<file path="config.mk">
export PLATFORM = sky130hd
export DESIGN_NAME = gba_mem_ctrl
export DESIGN_NICKNAME = d
export VERILOG_FILES = /design/src/rtl/gba_mem_pkg.sv /design/src/rtl/gba_lane_fmt.sv /design/src/rtl/gba_mem_ctrl.sv
export SDC_FILE = /design/constraint.sdc
export NUM_CORES = 1
export LEC_CHECK = 0
export ABC_CLOCK_PERIOD_IN_PS = 3500
export CAP_MARGIN = 20
export CORE_ASPECT_RATIO = 1.25
export CORE_UTILIZATION = 43
export CTS_CLUSTER_DIAMETER = 150
export DETAILED_ROUTE_END_ITERATION = 16
export HOLD_SLACK_MARGIN = 0.1
export PLACE_DENSITY = 0.81
export SYNTH_ARGS = -nofsm -noshare
export SYNTH_HDL_FRONTEND = slang
export SYNTH_SLANG_ARGS = --single-unit
</file>
<file path="constraint.sdc">
create_clock -name clk -period 3.5 [get_ports clk]
set_input_delay 0.875 -clock clk [delete_from_list [all_inputs] [get_ports clk]]
set_output_delay 0.875 -clock clk [all_outputs]
set_load 0.1 [all_outputs]
</file>
<file path="src/rtl/gba_mem_pkg.sv">
`default_nettype none
// +----------------------------------------------------------------------------+
// | gba_mem_pkg                                                                |
// | Shared constants and types for the GBA memory-bus slave.                   |
// | Rev 1.0                                                                    |
// +----------------------------------------------------------------------------+
package gba_mem_pkg;

  localparam int c_cnt_w = 4;

  localparam logic [2:0] c_reg_bios  = 3'd0;
  localparam logic [2:0] c_reg_ewram = 3'd1;
  localparam logic [2:0] c_reg_iwram = 3'd2;
  localparam logic [2:0] c_reg_io    = 3'd3;
  localparam logic [2:0] c_reg_rom   = 3'd4;

  localparam logic [7:0] c_base_bios   = 8'h00;
  localparam logic [7:0] c_base_ewram  = 8'h02;
  localparam logic [7:0] c_base_iwram  = 8'h03;
  localparam logic [7:0] c_base_io     = 8'h04;
  localparam logic [7:0] c_base_rom_lo = 8'h08;
  localparam logic [7:0] c_base_rom_hi = 8'h0D;

  localparam logic [31:0] c_waitcnt_addr = 32'h0400_0204;

  typedef enum logic [1:0] {
    ST_IDLE   = 2'd0,
    ST_WAIT   = 2'd1,
    ST_ACCESS = 2'd2,
    ST_RESP   = 2'd3
  } state_t;

  function automatic logic [c_cnt_w-1:0] rom_wait_lut(input logic [1:0] sel);
    case (sel)
      2'd0:    return 4'd4;
      2'd1:    return 4'd3;
      2'd2:    return 4'd2;
      default: return 4'd8;
    endcase
  endfunction

endpackage
`default_nettype wire

</file>
<file path="src/rtl/gba_lane_fmt.sv">
`default_nettype none
// +----------------------------------------------------------------------------+
// | gba_lane_fmt                                                               |
// | Byte-enable generation, write lane replication, read extract/rotate.       |
// | Rev 1.0                                                                    |
// +----------------------------------------------------------------------------+
module gba_lane_fmt (
  input  logic [1:0]  width,
  input  logic [1:0]  offset,
  input  logic [31:0] wdata,
  input  logic [31:0] rdata_raw,
  output logic [3:0]  be,
  output logic [31:0] wdata_rep,
  output logic [31:0] rdata_fmt
);

  logic [63:0] w_dbl;

  // Shifting a doubled copy yields the word rotate and byte extract in one go
  assign w_dbl = {rdata_raw, rdata_raw} >> {offset, 3'b000};

  always_comb begin
    be        = 4'b1111;
    wdata_rep = wdata;
    rdata_fmt = w_dbl[31:0];
    case (width)
      2'd0: begin
        be        = 4'b0001 << offset;
        wdata_rep = {4{wdata[7:0]}};
        rdata_fmt = {24'h0, w_dbl[7:0]};
      end
      2'd1: begin
        be        = offset[1] ? 4'b1100 : 4'b0011;
        wdata_rep = {2{wdata[15:0]}};
        rdata_fmt = {16'h0, (offset[1] ? rdata_raw[31:16] : rdata_raw[15:0])};
      end
      default: begin
        be        = 4'b1111;
        wdata_rep = wdata;
        rdata_fmt = w_dbl[31:0];
      end
    endcase
  end

endmodule
`default_nettype wire

</file>
<file path="src/rtl/gba_mem_ctrl.sv">
`default_nettype none
// +----------------------------------------------------------------------------+
// | gba_mem_ctrl                                                               |
// | GBA memory-bus slave: region decode, wait states, device port, read data.  |
// | Optional macro GBA_WAITCNT_EN adds an internal WAITCNT register.           |
// | Rev 1.0                                                                    |
// +----------------------------------------------------------------------------+
module gba_mem_ctrl
  import gba_mem_pkg::*;
#(
  parameter int BIOS_WAIT  = 0,
  parameter int EWRAM_WAIT = 2,
  parameter int IWRAM_WAIT = 0,
  parameter int IO_WAIT    = 0,
  parameter int ROM_WAIT   = 4
) (
  input  logic        clk,
  input  logic        rstn,
  input  logic [31:0] mem_addr,
  input  logic [31:0] mem_wdata,
  output logic [31:0] mem_rdata,
  input  logic [1:0]  mem_width,
  input  logic        mem_read,
  input  logic        mem_write,
  output logic        mem_ok,
  output logic [2:0]  dev_region,
  output logic [31:0] dev_addr,
  output logic [31:0] dev_wdata,
  output logic [3:0]  dev_be,
  output logic        dev_re,
  output logic        dev_we,
  input  logic [31:0] dev_rdata
);

  state_t               r_state;
  logic [c_cnt_w-1:0]   r_cnt;
  logic [1:0]           r_off, r_width;
  logic                 r_wr, r_mapped, r_dev_acc, r_mem_ok;
  logic                 r_dev_re, r_dev_we;
  logic [2:0]           r_dev_region;
  logic [31:0]          r_dev_addr, r_dev_wdata;
  logic [3:0]           r_dev_be;

  logic                 w_mapped, w_int, w_dev_acc;
  logic [2:0]           w_region;
  logic [c_cnt_w-1:0]   w_wait, w_rom_wait;
  logic [1:0]           w_fmt_width, w_fmt_off;
  logic [31:0]          w_raw, w_wdata_rep, w_rdata_fmt;
  logic [3:0]           w_be;

`ifdef GBA_WAITCNT_EN
  logic [15:0] r_waitcnt;
  logic        r_int;
  assign w_int      = (mem_addr[31:2] == c_waitcnt_addr[31:2]);
  assign w_rom_wait = rom_wait_lut(r_waitcnt[3:2]);
  assign w_raw      = r_int ? {16'h0, r_waitcnt} : dev_rdata;
`else
  assign w_int      = 1'b0;
  assign w_rom_wait = c_cnt_w'(ROM_WAIT);
  assign w_raw      = dev_rdata;
`endif

  // Decode on the full top byte so addresses above 0x0F land as unmapped
  always_comb begin
    w_mapped = 1'b1;
    w_region = c_reg_bios;
    w_wait   = c_cnt_w'(BIOS_WAIT);
    if (mem_addr[31:24] == c_base_bios) begin
      w_region = c_reg_bios;
      w_wait   = c_cnt_w'(BIOS_WAIT);
    end else if (mem_addr[31:24] == c_base_ewram) begin
      w_region = c_reg_ewram;
      w_wait   = c_cnt_w'(EWRAM_WAIT);
    end else if (mem_addr[31:24] == c_base_iwram) begin
      w_region = c_reg_iwram;
      w_wait   = c_cnt_w'(IWRAM_WAIT);
    end else if (mem_addr[31:24] == c_base_io) begin
      w_region = c_reg_io;
      w_wait   = c_cnt_w'(IO_WAIT);
    end else if (mem_addr[31:24] >= c_base_rom_lo && mem_addr[31:24] <= c_base_rom_hi) begin
      w_region = c_reg_rom;
      w_wait   = w_rom_wait;
    end else begin
      w_mapped = 1'b0;
      w_region = c_reg_bios;
      w_wait   = '0;
    end
  end

  assign w_dev_acc = w_mapped && !w_int &&
                     !(mem_write && (w_region == c_reg_bios || w_region == c_reg_rom));

  // Live request drives the formatter while idle; the latched one afterwards
  assign w_fmt_width = (r_state == ST_IDLE) ? mem_width     : r_width;
  assign w_fmt_off   = (r_state == ST_IDLE) ? mem_addr[1:0] : r_off;

  gba_lane_fmt u_lane_fmt (
    .width     (w_fmt_width),
    .offset    (w_fmt_off),
    .wdata     (mem_wdata),
    .rdata_raw (w_raw),
    .be        (w_be),
    .wdata_rep (w_wdata_rep),
    .rdata_fmt (w_rdata_fmt)
  );

  always_ff @(posedge clk or negedge rstn) begin
    if (!rstn) begin
      r_state      <= ST_IDLE;
      r_cnt        <= '0;
      r_off        <= '0;
      r_width      <= '0;
      r_wr         <= 1'b0;
      r_mapped     <= 1'b0;
      r_dev_acc    <= 1'b0;
      r_mem_ok     <= 1'b0;
      r_dev_re     <= 1'b0;
      r_dev_we     <= 1'b0;
      r_dev_region <= '0;
      r_dev_addr   <= '0;
      r_dev_wdata  <= '0;
      r_dev_be     <= '0;
`ifdef GBA_WAITCNT_EN
      r_waitcnt    <= 16'h0000;
      r_int        <= 1'b0;
`endif
    end else begin
      r_dev_re <= 1'b0;
      r_dev_we <= 1'b0;
      r_mem_ok <= 1'b0;
      case (r_state)
        ST_IDLE: begin
          if (mem_read || mem_write) begin
            r_off        <= mem_addr[1:0];
            r_width      <= mem_width;
            r_wr         <= mem_write;
            r_mapped     <= w_mapped;
            r_dev_acc    <= w_dev_acc;
            r_dev_region <= w_region;
            r_dev_addr   <= {mem_addr[31:2], 2'b00};
            r_dev_wdata  <= w_wdata_rep;
            r_dev_be     <= w_be;
            r_cnt        <= w_wait;
`ifdef GBA_WAITCNT_EN
            r_int        <= w_int;
`endif
            if (w_wait == '0) begin
              r_state  <= ST_ACCESS;
              r_dev_re <= w_dev_acc && !mem_write;
              r_dev_we <= w_dev_acc && mem_write;
            end else begin
              r_state <= ST_WAIT;
            end
          end
        end
        ST_WAIT: begin
          r_cnt <= r_cnt - c_cnt_w'(1);
          if (r_cnt == c_cnt_w'(1)) begin
            r_state  <= ST_ACCESS;
            r_dev_re <= r_dev_acc && !r_wr;
            r_dev_we <= r_dev_acc && r_wr;
          end
        end
        ST_ACCESS: begin
          r_state  <= ST_RESP;
          r_mem_ok <= 1'b1;
`ifdef GBA_WAITCNT_EN
          if (r_int && r_wr) begin
            if (r_dev_be[0]) r_waitcnt[7:0]  <= r_dev_wdata[7:0];
            if (r_dev_be[1]) r_waitcnt[15:8] <= r_dev_wdata[15:8];
          end
`endif
        end
        ST_RESP: r_state <= ST_IDLE;
        default: r_state <= ST_IDLE;
      endcase
    end
  end

  assign mem_ok     = r_mem_ok;
  assign mem_rdata  = (r_mem_ok && !r_wr && r_mapped) ? w_rdata_fmt : 32'h0;
  assign dev_re     = r_dev_re;
  assign dev_we     = r_dev_we;
  assign dev_be     = r_dev_be;
  assign dev_addr   = r_dev_addr;
  assign dev_wdata  = r_dev_wdata;
  assign dev_region = r_dev_region;

endmodule
`default_nettype wire
</file>
==> results of run 1 <==
==> routing by layer <==
metal	wire length [um]	part of all wire	track usage	vias to the layer above
met1	5910	0.39	0.292	2199
met3	1070	0.071	0.0703	27
li1	-	-	-	2113
met5	0	0	0	-
met2	7680	0.51	0.425	196
met4	333	0.022	0.0836	0
==> cells in the final DEF, fill, tap and decap left out, drive strengths merged, types with 7 or more instances in the layout <==
cell type,n
a211oi,16
a21o,16
a21oi,8
and2,9
buf,145
clkbuf,14
clkdlybuf4s50,97
dfrtp,85
inv,7
mux2,45
mux2i,62
mux4,8
nand2,56
nand2b,7
nor2,17
nor2b,11
o21ai,29
o221ai,9
o22ai,10
==> layout make-up <==
type	count	area [um^2]
Timing Repair Buffer	246	2600
Fill cell	724	2780
Inverter	7	26.3
Clock inverter	3	68.8
Clock buffer	13	250
Tap cell	135	169
Sequential cell	85	2130
Multi-Input combinational cell	334	3060
==> cells by family (layout without fill, tap and decap cells) <==
logic type | Yosys count | count (layout) | synth area share
multiplexers | 114 | 115 | 0.268
AND/OR/NAND/NOR | 112 | 112 | 0.110
AO/OA/AOI/OAI | 99 | 99 | 0.135
flip-flops | 85 | 85 | 0.435
buffers and inverters | 39 | 269 | 0.0369
adder cells (fa/ha/maj) | 5 | 5 | 0.0128
other | 1 | 2 | 0.000767
XOR/XNOR | 1 | 1 | 0.00179
==> state kept, by name, summed over array words and instances, names as in the netlist <==
| signal | count |
|---|---|
| dev_wdata | 32 |
| dev_addr | 30 |
| dev_be | 4 |
| r_cnt | 4 |
| dev_region | 3 |
| r_off | 2 |
| r_state | 2 |
| r_width | 2 |
| dev_re | 1 |
| dev_we | 1 |
| mem_ok | 1 |
| r_dev_acc | 1 |
| r_mapped | 1 |
| r_wr | 1 |
==> stage by stage <==
| stage | instances | worst slack (ns) |
|---|---|---|
| after detailed placement | 802 | -0.122 |
| final | 823 | 0.0319 |
| after global routing | 823 | 0.0126 |
| after CTS | 818 | -0.0589 |
| after global placement | 802 | -0.0809 |
| after floorplan | 457 | -0.397 |
==> worst max-delay path by stage <==
| stage | start | to | depth (start not counted) |
|---|---|---|---|
| floorplan | mem_addr[0] | mem_rdata[24] | 4 |
| global placement | mem_addr[1] | mem_rdata[18] | 5 |
| detailed placement | mem_addr[1] | mem_rdata[16] | 5 |
| CTS | mem_width[1] | mem_rdata[5] | 7 |
| global route | mem_addr[1] | mem_rdata[21] | 5 |
| finish | mem_addr[1] | mem_rdata[21] | 5 |
==> cells in the mapped netlist, types with 10 or more instances <==
cell type  instances  area [um^2]
mux2_2            44          495
o22ai_1           10         62.6
nand2_1           56          210
nor2b_1           11         68.8
dfrtp_1           85         2130
a211oi_1          16          120
clkbuf_1          21         78.8
mux2i_1           61          611
a21o_1            16          120
o21ai_0           27          135
nor2_1            17         63.8
==> what timing repair did <==
item                       CTS  global route
gates cloned                 0             2
setup buffers                0             2
gates resized for setup     10            23
pin swaps                    4             3
setup endpoints to repair   28            32
==> impl_metrics.ini, run 1 <==
[timing]
post-route-period-util = 0.991
hold_viol_final = 0
hold_ws_ns = 0.407
finalSetupViolCount = 0
slew_violations = 0
rsz0062_at_grt = no
slew_headroom = 0.647
fin_skew_ns = 0.0105
fmaxAchievable_mhz = 288
fin_tns_setup_ns = 0
period_minus_slack_ns = 3.47
tightest_slew_ns = 0.529

[worst_setup_path]
crit_chain = clkdlybuf4s50_1 -> mux2_4 -> mux4_2 -> nor2b_1 -> buf_12
cp_slowest_stage_delay_ns = 0.54
start_kind = input pin
cp.arrival_ns = 2.59
reg2reg_from = r_state[0]$_DFFE_PN0P_
rr_worst_depth = 8
required_ns = 2.62
crit_path_top_delay_cell = clkdlybuf4s50_1
end_kind = output pin
r2r_end = dev_wdata[11]$_DFFE_PN0P_
path_max_fanout = 7
crit_family = multiplexers
cp.buffers_inverters = 2
regToRegSetupSlack_ns = 1.05
path_class = input pin to output pin

[synthesis]
avgSynthCellArea_um2 = 10.7
synth_warnings = 0
async_reset_ff_frac = 1.00
ys_seq_area_frac = 0.435
syn_area_um2 = 4890
synthCells = 456
synth_ff_type = dfrtp_1
synth_seq_cells = 85
synth_edf_count = 0
yosysUniqueCellTypes = 41

[cts]
clk_pin_slew_worst_paths_ns = 0.06
holdBufCountCts = 0
cts_tree = done
clk_latency_ns = 0.33
clock_path_buffers = 2
root_buffer = clkbuf_16
numCtsBuffers = 9
htree_levels = 3
clock_sinks = 85

[grt]
antenna_found_initial = 0
track_usage = 0.246
grt_pass1_wl_um = 23200
overflow = 0
grt_pass1_vias = 4654
grt_max_degree = 86

[routing]
wl_per_cell_um = 18.2
route.vias.total = 4535
viasPerCell = 5.51
drtIter0Drc = 250
drc = 0
drtPass1Iterations = 4
ant_nets = 0
wl_um = 15000

[floorplan]
dieArea_um2 = 11800
die_h_um = 121
initial_core_util = 0.441
rows = 43
die_width_um = 97.4
core_area_um2 = 11100
io_pins = 208

[run_status]
status = finished, final reports clean

[final_layout]
layout.nets = 790
diodes = 0
final_core_util = 0.749
drive_gt1_frac = 0.382
final_area_um2 = 8300
areaGrowthSynthToFinish_pct = 69.8

[min_path]
hp-class = input pin to async pin

[place]
portBuffers = 205
hpwl_um = 11000
placed_cell_area_um2 = 7740
gp_congestion = 0.859

[flow_run]
max_cap_viol_count = 0
Power of run 1 is left out: the tool's default activity adds up to more than one toggle a clock period on the data nets, which glitch-free logic cannot reach.
==> inputs of run 2 (changes only) <==
MAX_ROUTING_LAYER = met4   (was unset)
==> run 2 against run 1 <==
Net effect:
- via count up 2.0%
- critical path depth unchanged
- clock skew fell by 0.0052 ns
- first-iteration DRC count shrank 7.6%
==> impl_metrics.ini, run 2 (synthesized netlist as in run 1, its figures left out) <==
[cts]
root_buffer = clkbuf_16
cts_tree = done
htree_levels = 3
numCtsBuffers = 9
clock_path_buffers = 2
clock_sinks = 85
holdBufCountCts = 0
clk_pin_slew_worst_paths_ns = 0.06
clk_latency_ns = 0.33

[routing]
drtPass1Iterations = 4
route.vias.total = 4625
wl_per_cell_um = 18.9
drc = 0
viasPerCell = 5.60
drtIter0Drc = 231
wl_um = 15600
ant_nets = 0

[timing]
fmaxAchievable_mhz = 287
fin_skew_ns = 0.00529
tightest_slew_ns = 0.507
slew_violations = 0
post-route-period-util = 0.994
hold_ws_ns = 0.393
period_minus_slack_ns = 3.48
hold_viol_final = 0
finalSetupViolCount = 0
slew_headroom = 0.661
fin_tns_setup_ns = 0

[worst_setup_path]
cp.depth = 5
cp_slowest_stage_delay_ns = 0.55
cp.arrival_ns = 2.61
end_kind = output pin
regToRegSetupSlack_ns = 1.02
crit_path_top_delay_cell = mux4_2
r2r_end = dev_wdata[10]$_DFFE_PN0P_
crit_chain = clkdlybuf4s50_1 -> mux2_4 -> mux4_2 -> nor2b_2 -> buf_12
start_kind = input pin
crit_family = multiplexers
path_max_fanout = 15
cp.buffers_inverters = 2
required_ns = 2.62
path_class = input pin to output pin
reg2reg_from = r_state[1]$_DFFE_PN0P_
worstSetupStartpoint = mem_addr[1]
crit_path_end = mem_rdata[23]
rr_worst_depth = 8

[grt]
grt_pass1_vias = 4757
antenna_found_initial = 0
grt_pass1_wl_um = 24000
track_usage = 0.263
grt_max_degree = 91
overflow = 0

[place]
hpwl_um = 11100
gp_congestion = 0.844
portBuffers = 205

[floorplan]
initial_core_util = 0.441
core_area_um2 = 11100
die_width_um = 97.4
dieArea_um2 = 11800
io_pins = 208
die_h_um = 121
rows = 43

[final_layout]
final_core_util = 0.758
drive_gt1_frac = 0.395
layout.nets = 793
largest_register_ffs = 32
layout_commonest_cell = buf_4
areaGrowthSynthToFinish_pct = 71.8
diodes = 0
layout_common_cells = buf_4 (108), clkdlybuf4s50_1 (97), dfrtp_1 (85), nand2_1 (56), mux2_2 (43)

[run_status]
status = finished, final reports clean

[flow_run]
max_cap_viol_count = 0

[min_path]
hp-class = input pin to async pin
## run 2: worst reg2reg max path, stage by stage, from the launching register on
cell     delay [ns]
dfrtp_1        0.38
inv_1          0.15
ha_4           0.21
buf_4          0.19
mux2i_2        0.27
buf_4          0.35
nand2_1        0.40
mux2i_1        0.22
o21ai_0        0.23
## run 2: area by class of cell
| type | instances | area (um^2) |
|---|---|---|
| clock buffers | 11 | 253 |
| flip-flops and latches | 85 | 2130 |
| repair buffers | 250 | 2660 |
| fillers | 705 | 2690 |
| multi-input cells | 333 | 3080 |
| clock inverters | 5 | 82.6 |
| well taps | 135 | 169 |
| inverters | 7 | 26.3 |
## run 2: what timing repair did
item | in CTS | in global routing
gates cloned | 1 | 1
gates resized for setup | 13 | 28
endpoints found under the setup margin | 31 | 18
pin swaps | 3 | 3
buffers inserted | 3 | 2
## run 2: how the worst min path moves through the flow
stage	startpoint	to	slack, ns	depth (start not counted)
after global placement	r_mapped$_DFFE_PN0P_	r_mapped$_DFFE_PN0P_	0.46	2
final	rstn	dev_addr[17]$_DFFE_PN0P_	0.39	1
after floorplan	r_mapped$_DFFE_PN0P_	r_mapped$_DFFE_PN0P_	0.44	2
after CTS	dev_wdata[30]$_DFFE_PN0P_	dev_wdata[30]$_DFFE_PN0P_	0.49	1
after global routing	rstn	dev_addr[17]$_DFFE_PN0P_	0.39	1
after detailed placement	dev_wdata[27]$_DFFE_PN0P_	dev_wdata[27]$_DFFE_PN0P_	0.47	1
## run 2: per-layer routing
layer	routed length, um	share of wire	GRT usage
met4	383	0.024	0.0827
met1	5970	0.38	0.303
met2	8380	0.54	0.465
met5	0	0	-
met3	910	0.058	0.0484
## run 2: through the flow
| step | area, um^2 | instances | worst slack [ns] |
|---|---|---|---|
| after floorplan | 5190 | 457 | -0.397 |
| after global placement | 7740 | 802 | -0.0850 |
| final | 8400 | 826 | 0.0199 |
| after CTS | 8180 | 822 | -0.0706 |
| after global routing | 8400 | 826 | -0.0296 |
| after detailed placement | 7740 | 802 | -0.128 |
Power of run 2 is left out for the same reason.
